==> src/rtl/cdb_arbiter_pkg.sv <==
// Helpers for the CDB arbiter's round-robin pointer.
package cdb_arbiter_pkg;

  // Increment modulo n, which need not be a power of two.
  function automatic int unsigned rr_next(input int unsigned idx, input int unsigned n);
    return (idx == n - 1) ? 0 : idx + 1;
  endfunction

endpackage

==> src/rtl/rv32i_types.sv <==
// Shared RV32I out-of-order core types: the CDB result packet and CDB requester indices.
package rv32i_types;

  localparam int unsigned ROB_IDX_W  = 5;
  localparam int unsigned PHYS_REG_W = 6;
  localparam int unsigned BRAT_W     = 2;

  localparam int unsigned NUM_CDB_REQ = 4;
  localparam int unsigned CDB_ALU     = 0;
  localparam int unsigned CDB_MUL     = 1;
  localparam int unsigned CDB_DIV     = 2;
  localparam int unsigned CDB_LDST    = 3;

  typedef struct packed {
    logic        valid;
    logic [31:0] inst;
    logic [31:0] pc_rdata;
    logic [4:0]  rd_addr;
  } rvfi_t;

  typedef struct packed {
    logic                  execute_valid;
    logic [ROB_IDX_W-1:0]  rob_index;
    logic [PHYS_REG_W-1:0] phys_rd;
    logic [31:0]           phys_rd_val;
    logic                  regf_we;
    logic [BRAT_W-1:0]     current_brat;
    rvfi_t                 rvfi;
  } data_bus_package_t;

endpackage

==> src/rtl/cdb_arbiter_if.sv <==
// Producer-side handshake and CDB broadcast bundle for the CDB arbiter.
interface cdb_arbiter_if
  import rv32i_types::*;
#(
  parameter int unsigned NUM_REQ = NUM_CDB_REQ
);
  localparam int unsigned PTR_W = $clog2(NUM_REQ);

  logic [NUM_REQ-1:0] req_valid;
  data_bus_package_t  req_pkt [NUM_REQ];
  logic [NUM_REQ-1:0] req_ready;
  logic               cdb_valid;
  data_bus_package_t  cdb_pkt;
  logic [PTR_W-1:0]   cdb_src;
  logic [NUM_REQ-1:0] grant_oh;

  modport master (
    output req_valid, req_pkt,
    input  req_ready, cdb_valid, cdb_pkt, cdb_src, grant_oh
  );

  modport slave (
    input  req_valid, req_pkt,
    output req_ready, cdb_valid, cdb_pkt, cdb_src, grant_oh
  );
endinterface

==> src/rtl/cdb_arbiter_rr_priority_picker.sv <==
// Round-robin picker: first set request at or after start_ptr, wrapping modulo N.
module rr_priority_picker #(
  parameter int unsigned N = 4
) (
  input  logic [N-1:0]         req,
  input  logic [$clog2(N)-1:0] start_ptr,
  output logic [N-1:0]         grant_oh,
  output logic [$clog2(N)-1:0] grant_idx,
  output logic                 any_grant
);
  localparam int unsigned IW = $clog2(N);

  int unsigned scan_idx;

  always_comb begin
    grant_oh  = '0;
    grant_idx = '0;
    any_grant = 1'b0;
    scan_idx  = 0;
    for (int unsigned off = 0; off < N; off++) begin
      scan_idx = 32'(start_ptr) + off;
      if (scan_idx >= N) scan_idx = scan_idx - N;
      if (!any_grant && req[IW'(scan_idx)]) begin
        any_grant               = 1'b1;
        grant_idx               = IW'(scan_idx);
        grant_oh[IW'(scan_idx)] = 1'b1;
      end
    end
  end
endmodule

==> src/rtl/cdb_arbiter.sv <==
// CDB arbiter: one-entry holding register per producer, round-robin pick, registered broadcast.
module cdb_arbiter
  import rv32i_types::*;
  import cdb_arbiter_pkg::*;
#(
  parameter int unsigned NUM_REQ = NUM_CDB_REQ
) (
  input  logic          clk,
  input  logic          rst_n,
  input  logic          flush,
  cdb_arbiter_if.slave  bus
);
  localparam int unsigned PTR_W = $clog2(NUM_REQ);

  logic [NUM_REQ-1:0] hold_valid;
  data_bus_package_t  hold_pkt [NUM_REQ];
  logic [PTR_W-1:0]   rr_ptr;

  logic               cdb_valid_q;
  data_bus_package_t  cdb_pkt_q;
  logic [PTR_W-1:0]   cdb_src_q;

  logic [NUM_REQ-1:0] pick_req;
  logic [NUM_REQ-1:0] grant_oh;
  logic [PTR_W-1:0]   grant_idx;
  logic               any_grant;
  logic [NUM_REQ-1:0] req_ready;
  logic [NUM_REQ-1:0] capture;
  data_bus_package_t  bcast_pkt;

  // Grant is derived from registered state only; flush suppresses it.
  assign pick_req = flush ? '0 : hold_valid;

  rr_priority_picker #(
    .N (NUM_REQ)
  ) u_picker (
    .req       (pick_req),
    .start_ptr (rr_ptr),
    .grant_oh  (grant_oh),
    .grant_idx (grant_idx),
    .any_grant (any_grant)
  );

  assign req_ready = {NUM_REQ{~flush}} & (~hold_valid | grant_oh);
  assign capture   = bus.req_valid & req_ready;

  always_comb begin
    bcast_pkt               = hold_pkt[grant_idx];
    bcast_pkt.execute_valid = 1'b1;
  end

  // Holding-entry occupancy and round-robin pointer.
  always_ff @(posedge clk or negedge rst_n) begin
    if (!rst_n) begin
      hold_valid <= '0;
      rr_ptr     <= '0;
    end else if (flush) begin
      hold_valid <= '0;
    end else begin
      for (int unsigned i = 0; i < NUM_REQ; i++) begin
        if (capture[i])       hold_valid[i] <= 1'b1;
        else if (grant_oh[i]) hold_valid[i] <= 1'b0;
      end
      if (any_grant) rr_ptr <= PTR_W'(rr_next(32'(grant_idx), NUM_REQ));
    end
  end

  // Payload storage is qualified by hold_valid, so it needs no reset.
  always_ff @(posedge clk) begin
    for (int unsigned i = 0; i < NUM_REQ; i++) begin
      if (capture[i]) hold_pkt[i] <= bus.req_pkt[i];
    end
  end

  // Registered CDB broadcast; packet and source hold when idle.
  always_ff @(posedge clk or negedge rst_n) begin
    if (!rst_n) begin
      cdb_valid_q <= 1'b0;
      cdb_pkt_q   <= '0;
      cdb_src_q   <= '0;
    end else if (flush) begin
      cdb_valid_q <= 1'b0;
    end else begin
      cdb_valid_q <= any_grant;
      if (any_grant) begin
        cdb_pkt_q <= bcast_pkt;
        cdb_src_q <= grant_idx;
      end
    end
  end

  assign bus.req_ready = req_ready;
  assign bus.grant_oh  = grant_oh;
  assign bus.cdb_valid = cdb_valid_q;
  assign bus.cdb_pkt   = cdb_pkt_q;
  assign bus.cdb_src   = cdb_src_q;

endmodule
==> src/flat_wrapper.sv <==
// flat-port wrapper written by rule: the top's interface ports become plain ports
module cdb_arbiter_flat import rv32i_types::*; import cdb_arbiter_pkg::*;
#(
  parameter int unsigned NUM_REQ = NUM_CDB_REQ
)
  (clk, rst_n, flush, bus_req_valid, bus_req_pkt, bus_req_ready, bus_cdb_valid, bus_cdb_pkt, bus_cdb_src, bus_grant_oh);
  cdb_arbiter_if #(.NUM_REQ(NUM_REQ)) bus_i ();
  input  logic clk;
  input  logic rst_n;
  input  logic flush;
  input wire logic [$bits(bus_i.req_valid)-1:0] bus_req_valid;
  input wire logic [$bits(bus_i.req_pkt)-1:0] bus_req_pkt;
  output wire logic [$bits(bus_i.req_ready)-1:0] bus_req_ready;
  output wire logic [$bits(bus_i.cdb_valid)-1:0] bus_cdb_valid;
  output wire logic [$bits(bus_i.cdb_pkt)-1:0] bus_cdb_pkt;
  output wire logic [$bits(bus_i.cdb_src)-1:0] bus_cdb_src;
  output wire logic [$bits(bus_i.grant_oh)-1:0] bus_grant_oh;
  assign bus_i.req_valid = bus_req_valid;
  assign bus_i.req_pkt = {>>{bus_req_pkt}};
  assign bus_req_ready = bus_i.req_ready;
  assign bus_cdb_valid = bus_i.cdb_valid;
  assign bus_cdb_pkt = bus_i.cdb_pkt;
  assign bus_cdb_src = bus_i.cdb_src;
  assign bus_grant_oh = bus_i.grant_oh;
  cdb_arbiter #(.NUM_REQ(NUM_REQ)) u_core (.clk(clk), .rst_n(rst_n), .flush(flush), .bus(bus_i));
endmodule
==> config.mk <==
export PLATFORM = sky130hd
export DESIGN_NAME = cdb_arbiter_flat
export DESIGN_NICKNAME = d
export VERILOG_FILES = /design/src/rtl/cdb_arbiter_pkg.sv /design/src/rtl/rv32i_types.sv /design/src/rtl/cdb_arbiter_if.sv /design/src/rtl/cdb_arbiter_rr_priority_picker.sv /design/src/rtl/cdb_arbiter.sv /design/src/flat_wrapper.sv
export SDC_FILE = /design/constraint.sdc
export NUM_CORES = 1
export LEC_CHECK = 0
export CELL_PAD_IN_SITES_DETAIL_PLACEMENT = 1
export CELL_PAD_IN_SITES_GLOBAL_PLACEMENT = 1
export CORE_MARGIN = 2
export CORE_UTILIZATION = 41
export CTS_BUF_LIST = sky130_fd_sc_hd__clkbuf_16
export CTS_CLUSTER_SIZE = 40
export DETAILED_ROUTE_END_ITERATION = 6
export PLACE_DENSITY = 0.84
export SYNTH_ARGS = -nofsm -noshare
export SYNTH_HDL_FRONTEND = slang
export SYNTH_SLANG_ARGS = --single-unit
==> constraint.sdc <==
create_clock -name clk -period 14 [get_ports clk]
set_clock_uncertainty 0.2 [all_clocks]
set_input_delay 2.1 -clock clk [delete_from_list [all_inputs] [get_ports clk]]
set_output_delay 2.1 -clock clk [all_outputs]
set_load 0.05 [all_outputs]
==> results of run 1 <==
==> metrics by stage <==
step           area, um^2  hold slack [ns]  util [%]  setup WS [ns]
3_3_place_gp        32670           0.2715     51.88          4.782
5_1_grt             34820           0.3164     55.29          4.389
3_5_place_dp        32670           0.2962     51.88          4.681
4_1_cts             34730           0.3077     55.15          4.681
2_1_floorplan       26040           0.2658         -         0.6520
6_report            34820           0.3009     55.30          4.510
==> sequential cells by signal (all words and copies together), names as in the netlist <==
| signal | count |
|---|---|
| u_core.hold_pkt | 464 |
| u_core.rr_ptr | 2 |
| u_core.hold_valid | 4 |
| u_core.bus.cdb_src | 2 |
| u_core.bus.cdb_pkt | 117 |
| u_core.bus.cdb_valid | 1 |
==> kinds of logic (layout without fill, tap and decap cells) <==
family                   Yosys count  count (layout)  synth area share [%]
buffers and inverters            200             756                 3.167
flip-flops                       590             590                 65.63
AND/OR/NAND/NOR                  427             427                 8.579
adder cells (fa/ha/maj)            9               9                0.4325
AO/OA/AOI/OAI                    649             649                 19.26
multiplexers                      75              75                 2.936
other                              0              37                     0
==> worst max-delay path, stage by stage <==
cell	delay, ns
clkdlybuf4s50_1	1.04
nand2b_1	0.22
a2bb2oi_2	0.45
and2_4	0.66
buf_4	0.83
a222oi_1	0.31
and3_1	0.33
nor2_1	0.16
clkdlybuf4s50_1	0.86
==> per-layer routing <==
| layer | up-vias | track usage [%] | share of wire (%) |
|---|---|---|---|
| met3 | 336 | 6.387 | 8.7 |
| met4 | 26 | 16.86 | 5.3 |
| met5 | - | 0 | 0.16 |
| met2 | 1505 | 54.71 | 50 |
| li1 | 8989 | - | - |
| met1 | 11350 | 37.69 | 35 |
==> power by group <==
| group | internal (mW) | switching (mW) |
|---|---|---|
| logic | 1.08 | 2.03 |
| clock network | 0.950 | 0.733 |
| registers | 2.20 | 0.236 |
==> area by class of cell <==
| cell class | count | area (um^2) | area share, % |
|---|---|---|---|
| repair buffers | 627 | 6230 | 17.89 |
| inverters | 6 | 25.02 | 0.07186 |
| diodes | 37 | 92.59 | 0.2659 |
| clock inverters | 54 | 334.1 | 0.9594 |
| flip-flops and latches | 590 | 17090 | 49.08 |
| well taps | 846 | 1059 | 3.040 |
| clock buffers | 69 | 1727 | 4.959 |
| multi-input cells | 1160 | 8264 | 23.73 |
==> cells in the final DEF, fill, tap and decap left out, types with 3 or more instances in the layout <==
cell / netlist / final
edfxtp_1: 464 / 464
clkinv_2: 0 / 7
o21a_1: 4 / 3
a21oi_1: 119 / 119
nor2_1: 67 / 63
nand2_1: 13 / 10
ha_1: 9 / 9
clkbuf_16: 0 / 69
buf_4: 1 / 27
o311ai_0: 52 / 52
o221ai_1: 11 / 11
o221a_1: 5 / 5
a22oi_1: 109 / 109
nand2_4: 0 / 3
a32o_1: 10 / 10
clkinv_1: 0 / 19
mux2i_1: 73 / 73
o221a_2: 48 / 47
nor2b_1: 3 / 3
o21ai_0: 54 / 54
dfrtp_1: 126 / 125
nand3_1: 263 / 263
nor3b_2: 0 / 3
a211oi_1: 55 / 55
inv_6: 0 / 3
bufinv_16: 0 / 3
diode_2: 0 / 37
nand2b_1: 5 / 5
and2_4: 1 / 4
a22o_1: 160 / 160
clkdlybuf4s50_1: 0 / 597
nor2_4: 0 / 4
or4_1: 55 / 55
inv_1: 5 / 22
==> worst max path at each step <==
stage          start                    end  slack [ns]  cells past startpoint
2_1_floorplan  flush  u_core.hold_pkt[3][0]        0.65                      9
3_3_place_gp   flush       bus_req_ready[3]        4.78                      9
3_5_place_dp   flush       bus_req_ready[3]        4.68                      9
4_1_cts        flush       bus_req_ready[3]        4.68                      9
5_1_grt        flush       bus_req_ready[3]        4.39                      9
6_report       flush       bus_req_ready[3]        4.51                      9
==> impl_metrics.csv, run 1 <==
group,metric,value,unit
global_route,grt_pass1_vias,23600,
sta,fin_crit_sh,67.78,%
placement,place_congestion,0.8734,
power_and_ir_drop,vdd_drop_max,0.0001584,V
yosys,synth_flop_cell,"edfxtp_1",
clock_network,cts_max_level,3,
global_route,grt_usage,31.83,%
power_and_ir_drop,cellPowerDensity,207.7,nW/um^2
clock_network,cts-root-buf,"clkbuf_16",
yosys,ys_seq_area_share,65.63,%
yosys,synth_top_area_cell,"edfxtp_1",
sta,finalMaxSlewViolations,0,
worst_setup_path,critPathKind,"primary input to primary output",
yosys,postSynth.asyncResetShare,21.36,%
yosys,synth_edf_count,464,
clock_network,cts_tree,"yes",
floorplan,rows,92,
worst_setup_path,worst_setup_path_start_kind,"primary input",
power_and_ir_drop,total_power,7.233,mW
worst_setup_path,arrival,7.19,ns
yosys,syn_inst,1950,
route,firstDrtPassIters,5,
sta,setup_viol,0,
route,drt_iter0_drc,2547,
sta,rsz0062_at_grt,"false",
placement,place_inst,3229,
placement,io_buffer_count,598,
yosys,avgSynthCellArea,13.35,um^2
worst_setup_path,r2r_start,"u_core.rr_ptr[0]",
clock_network,postCtsSetupBuffers,0,
final_layout,fin_nets,2937,
sta,fmax,105.4,MHz
yosys,syn_area,26030,um^2
final_layout,final_cells,3389,
sta,fin_tns_setup,0,ns
floorplan,die_h,256.0,um
final_layout,drive_gt1_share,8.021,%
job,maxCapViolCount,0,
route,num_vias,22210,
yosys,syn_nets,2434,
floorplan,die_area,65530,um^2
clock_network,clkSinkCount,590,
worst_setup_path,reg2reg_to,"u_core.hold_pkt[1][100]",
floorplan,coreArea,62970,um^2
floorplan,die_w,256.0,um
min_path,hold_path_class,"register to register",
yosys,synth.most_common_cell,"edfxtp_1",
yosys,synth_seq_cells,590,
yosys,yosys_warnings,0,
global_route,grt-ovfl-total,0,
worst_setup_path,r2r_slack,6.25,ns
floorplan,start_util,41.35,%
route,wirelength,108000,um
final_layout,area_growth,33.75,%
global_route,grt_pass1_wl,157300,um
min_path,holdPathEnd,"u_core.bus.cdb_src[0]",
clock_network,clk_latency,0.61,ns
sta,tightest_slew,1.205,ns
clock_network,clk_pin_slew,0.05,ns
power_and_ir_drop,power.leakage,12.05,nW
min_path,worst_hold_startpoint,"u_core.bus.cdb_src[0]",
route,viasPerCell,6.552,
placement,dp_hpwl,65020,um
worst_setup_path,ff2ff_path_depth,10,
sta,slew_headroom,19.64,%
outcome,status,"finished, final reports clean",
final_layout,fill_cells,6235,
clock_network,cts_resized,0,
global_route,grt_antenna_before_repair,45,
yosys,synth_cell_type_count,58,
yosys,synthTopCellsByArea,"edfxtp_1, dfrtp_1, a22o_1, nand3_1, a22oi_1",
yosys,synth_top_area_share,53.52,%
route,remaining_drc_errors,0,
clock_network,cts_buffers,68,
sta,period_needed,9.490,ns
route,wl_per_cell,31.85,um
floorplan,io-pin-count,603,
route,postRouteAntennaNets,0,
clock_network,cts_buffer_depth,3,
yosys,synthTopCellsByCount,"edfxtp_1, nand3_1, a22o_1, clkbuf_1, dfrtp_1",
sta,hold_viol_final,0,
worst_setup_path,path_max_fanout,64,
min_path,hold_path_depth,1,
global_route,grt_max_degree,166,
clock_network,postCtsHoldBufs,0,
worst_setup_path,critPathCaptureType,"primary output",
worst_setup_path,crit_required,11.70,ns
No activity file was read; power rests on OpenSTA's default activity.
==> run 2: changes to the inputs <==
clock period = 9.7 ns   (was 14 ns; I/O delays follow)
==> run 2 against run 1 <==
  * The flow now finishes with violations (design-rule violations)
  * Clock power rose by 48%
  * Cell count rose by 0.32%
  * Largest cell class unchanged
  * Cell area rose by 0.38%
  * Combinational power rose by 46%
  * Critical path depth fell by 1
  * Sequential power rose by 42%
  * Non-clock buffer count rose by 1
  * Via count fell by 0.41%
  * Worst hold slack got worse by 0.023 ns
==> impl_metrics.csv, run 2 (same netlist as run 1, synthesis figures left out) <==
group,metric,value,unit
job,maxCapViolCount,0,
floorplan,io-pin-count,603,
clock_network,postCtsHoldBufs,0,
global_route,grt_pass1_wl,155300,um
sta,fmax,135.0,MHz
worst_setup_path,crit_required,8.05,ns
clock_network,cts_tree,"yes",
worst_setup_path,crit_chain,"clkdlybuf4s50_1, nand2b_1, a2bb2oi_2, and2_4, a222oi_1, and3_1, nor2_1, clkdlybuf4s50_1",
route,met1Wirelength,37990,um
global_route,grt-ovfl-total,0,
global_route,grt_usage,31.42,%
sta,finalMaxSlewViolations,0,
final_layout,largest_reg_flops,464,
worst_setup_path,critPathCaptureType,"primary output",
min_path,hold_path_class,"register to register",
min_path,worst_hold_startpoint,"u_core.bus.cdb_pkt[116]",
route,wirelength,106500,um
worst_setup_path,r2r_start,"u_core.rr_ptr[0]",
final_layout,final_common_cell,"clkdlybuf4s50_1",
placement,place_congestion,0.8353,
route,num_vias,22120,
global_route,grt_antenna_before_repair,52,
sta,hold_viol_final,0,
power_and_ir_drop,power.leakage,12.10,nW
worst_setup_path,critPathKind,"primary input to primary output",
floorplan,die_h,256.0,um
worst_setup_path,r2r_slack,3.55,ns
final_layout,max_flop_register,"u_core.hold_pkt",
route,postRouteAntennaNets,0,
route,drt_iter0_drc,2593,
floorplan,die_area,65530,um^2
floorplan,start_util,41.35,%
worst_setup_path,path_max_fanout,57,
placement,dp_hpwl,63410,um
clock_network,clk_pin_slew,0.06,ns
final_layout,fin_util,55.51,%
route,wl_per_cell,31.34,um
power_and_ir_drop,vdd_drop_max,0.0002341,V
sta,slew_headroom,12.75,%
worst_setup_path,worst_setup_path_start_kind,"primary input",
final_layout,area_growth,34.26,%
route,remaining_drc_errors,1,
sta,fin_tns_setup,0,ns
placement,place_inst,3230,
sta,fin_crit_sh,76.35,%
route,routed-wl-met2,53100,um
clock_network,cts-root-buf,"clkbuf_16",
clock_network,cts_buffers,68,
route,firstDrtPassIters,7,
min_path,hold_path_depth,1,
final_layout,fin_nets,2938,
worst_setup_path,reg2reg_to,"u_core.hold_pkt[3][34]",
clock_network,clkSinkCount,590,
worst_setup_path,arrival,5.75,ns
worst_setup_path,critPathLaunch,"flush",
outcome,status,"finished, violations left",
sta,tightest_slew,1.307,ns
worst_setup_path,crit_top_cell,"clkdlybuf4s50_1",
sta,setup_viol,0,
worst_setup_path,ff2ff_path_depth,9,
global_route,grt_max_degree,117,
worst_setup_path,cp_slowest_stage_delay,1.09,ns
route,wl_met3,9195,um
final_layout,drive_gt1_share,8.254,%
worst_setup_path,slowest_stage,"clkdlybuf4s50_1",
power_and_ir_drop,total_power,10.49,mW
floorplan,rows,92,
sta,rsz0062_at_grt,"false",
route,viasPerCell,6.505,
placement,io_buffer_count,598,
power_and_ir_drop,cellPowerDensity,300.2,nW/um^2
sta,period_needed,7.406,ns
clock_network,clk_latency,0.62,ns
clock_network,postCtsSetupBuffers,0,
clock_network,cts_resized,0,
global_route,grt_pass1_vias,23290,
clock_network,cts_buffer_depth,3,
clock_network,cts_max_level,3,
route,highest_layer,"met5",
outcome,violations,"design-rule violations",
floorplan,die_w,256.0,um
final_layout,final_cell_mix,"clkdlybuf4s50_1, edfxtp_1, nand3_1, a22o_1, dfrtp_1",
final_layout,final_cells,3400,
floorplan,coreArea,62970,um^2
min_path,holdPathEnd,"u_core.bus.cdb_pkt[116]",
[run 2: changes by cell type in the layout (fill, tap and decap cells not counted), sizes merged]
| cell | before | now |
|---|---|---|
| diode | 37 | 46 |
| buf | 30 | 31 |
| inv | 28 | 29 |
[run 2: worst max-delay path by stage]
stage / endpoint
2_1_floorplan: u_core.hold_pkt[3][0]
3_3_place_gp: bus_req_ready[3]
3_5_place_dp: bus_req_ready[3]
4_1_cts: bus_req_ready[3]
5_1_grt: bus_req_ready[3]
6_report: bus_req_ready[3]
[run 2: worst max-delay path: cells and delay by family]
family                 cells  cell delay (ns)
AND/OR/NAND/NOR            4             1.56
AO/OA/AOI/OAI              2             0.76
buffers and inverters      2             1.96
[run 2: where the power goes]
part / total (mW) / switching (mW) / internal, mW
Sequential: 3.46 / 0.284 / 3.18
Clock: 2.48 / 1.10 / 1.39
Combinational: 4.55 / 2.99 / 1.56
[run 2: area by class of cell]
class                   instances  area, um^2
flip-flops and latches        590       17090
well taps                     846        1059
inverters                       6       25.02
multi-input cells            1160        8283
clock inverters                55       405.4
clock buffers                  69        1727
repair buffers                628        6250
fillers                      6223       28010
diodes                         46       115.1
[run 2: metal layers]
metal  vias up  global-route usage, %
met5         -                      0
met4        16                  18.55
met3       344                  6.348
met2      1504                  52.26
met1     11260                  37.93
li1       8995                      -
[run 2: metrics by stage]
stage                     hold slack [ns]  cell area, um^2  setup WS (ns)
after global routing               0.2985            34940          2.137
after global placement             0.2574            32710          2.412
final                              0.2778            34950          2.294
after detailed placement           0.2637            32710          2.342
after CTS                          0.2768            34840          2.327
after floorplan                    0.2658            26050          1.006
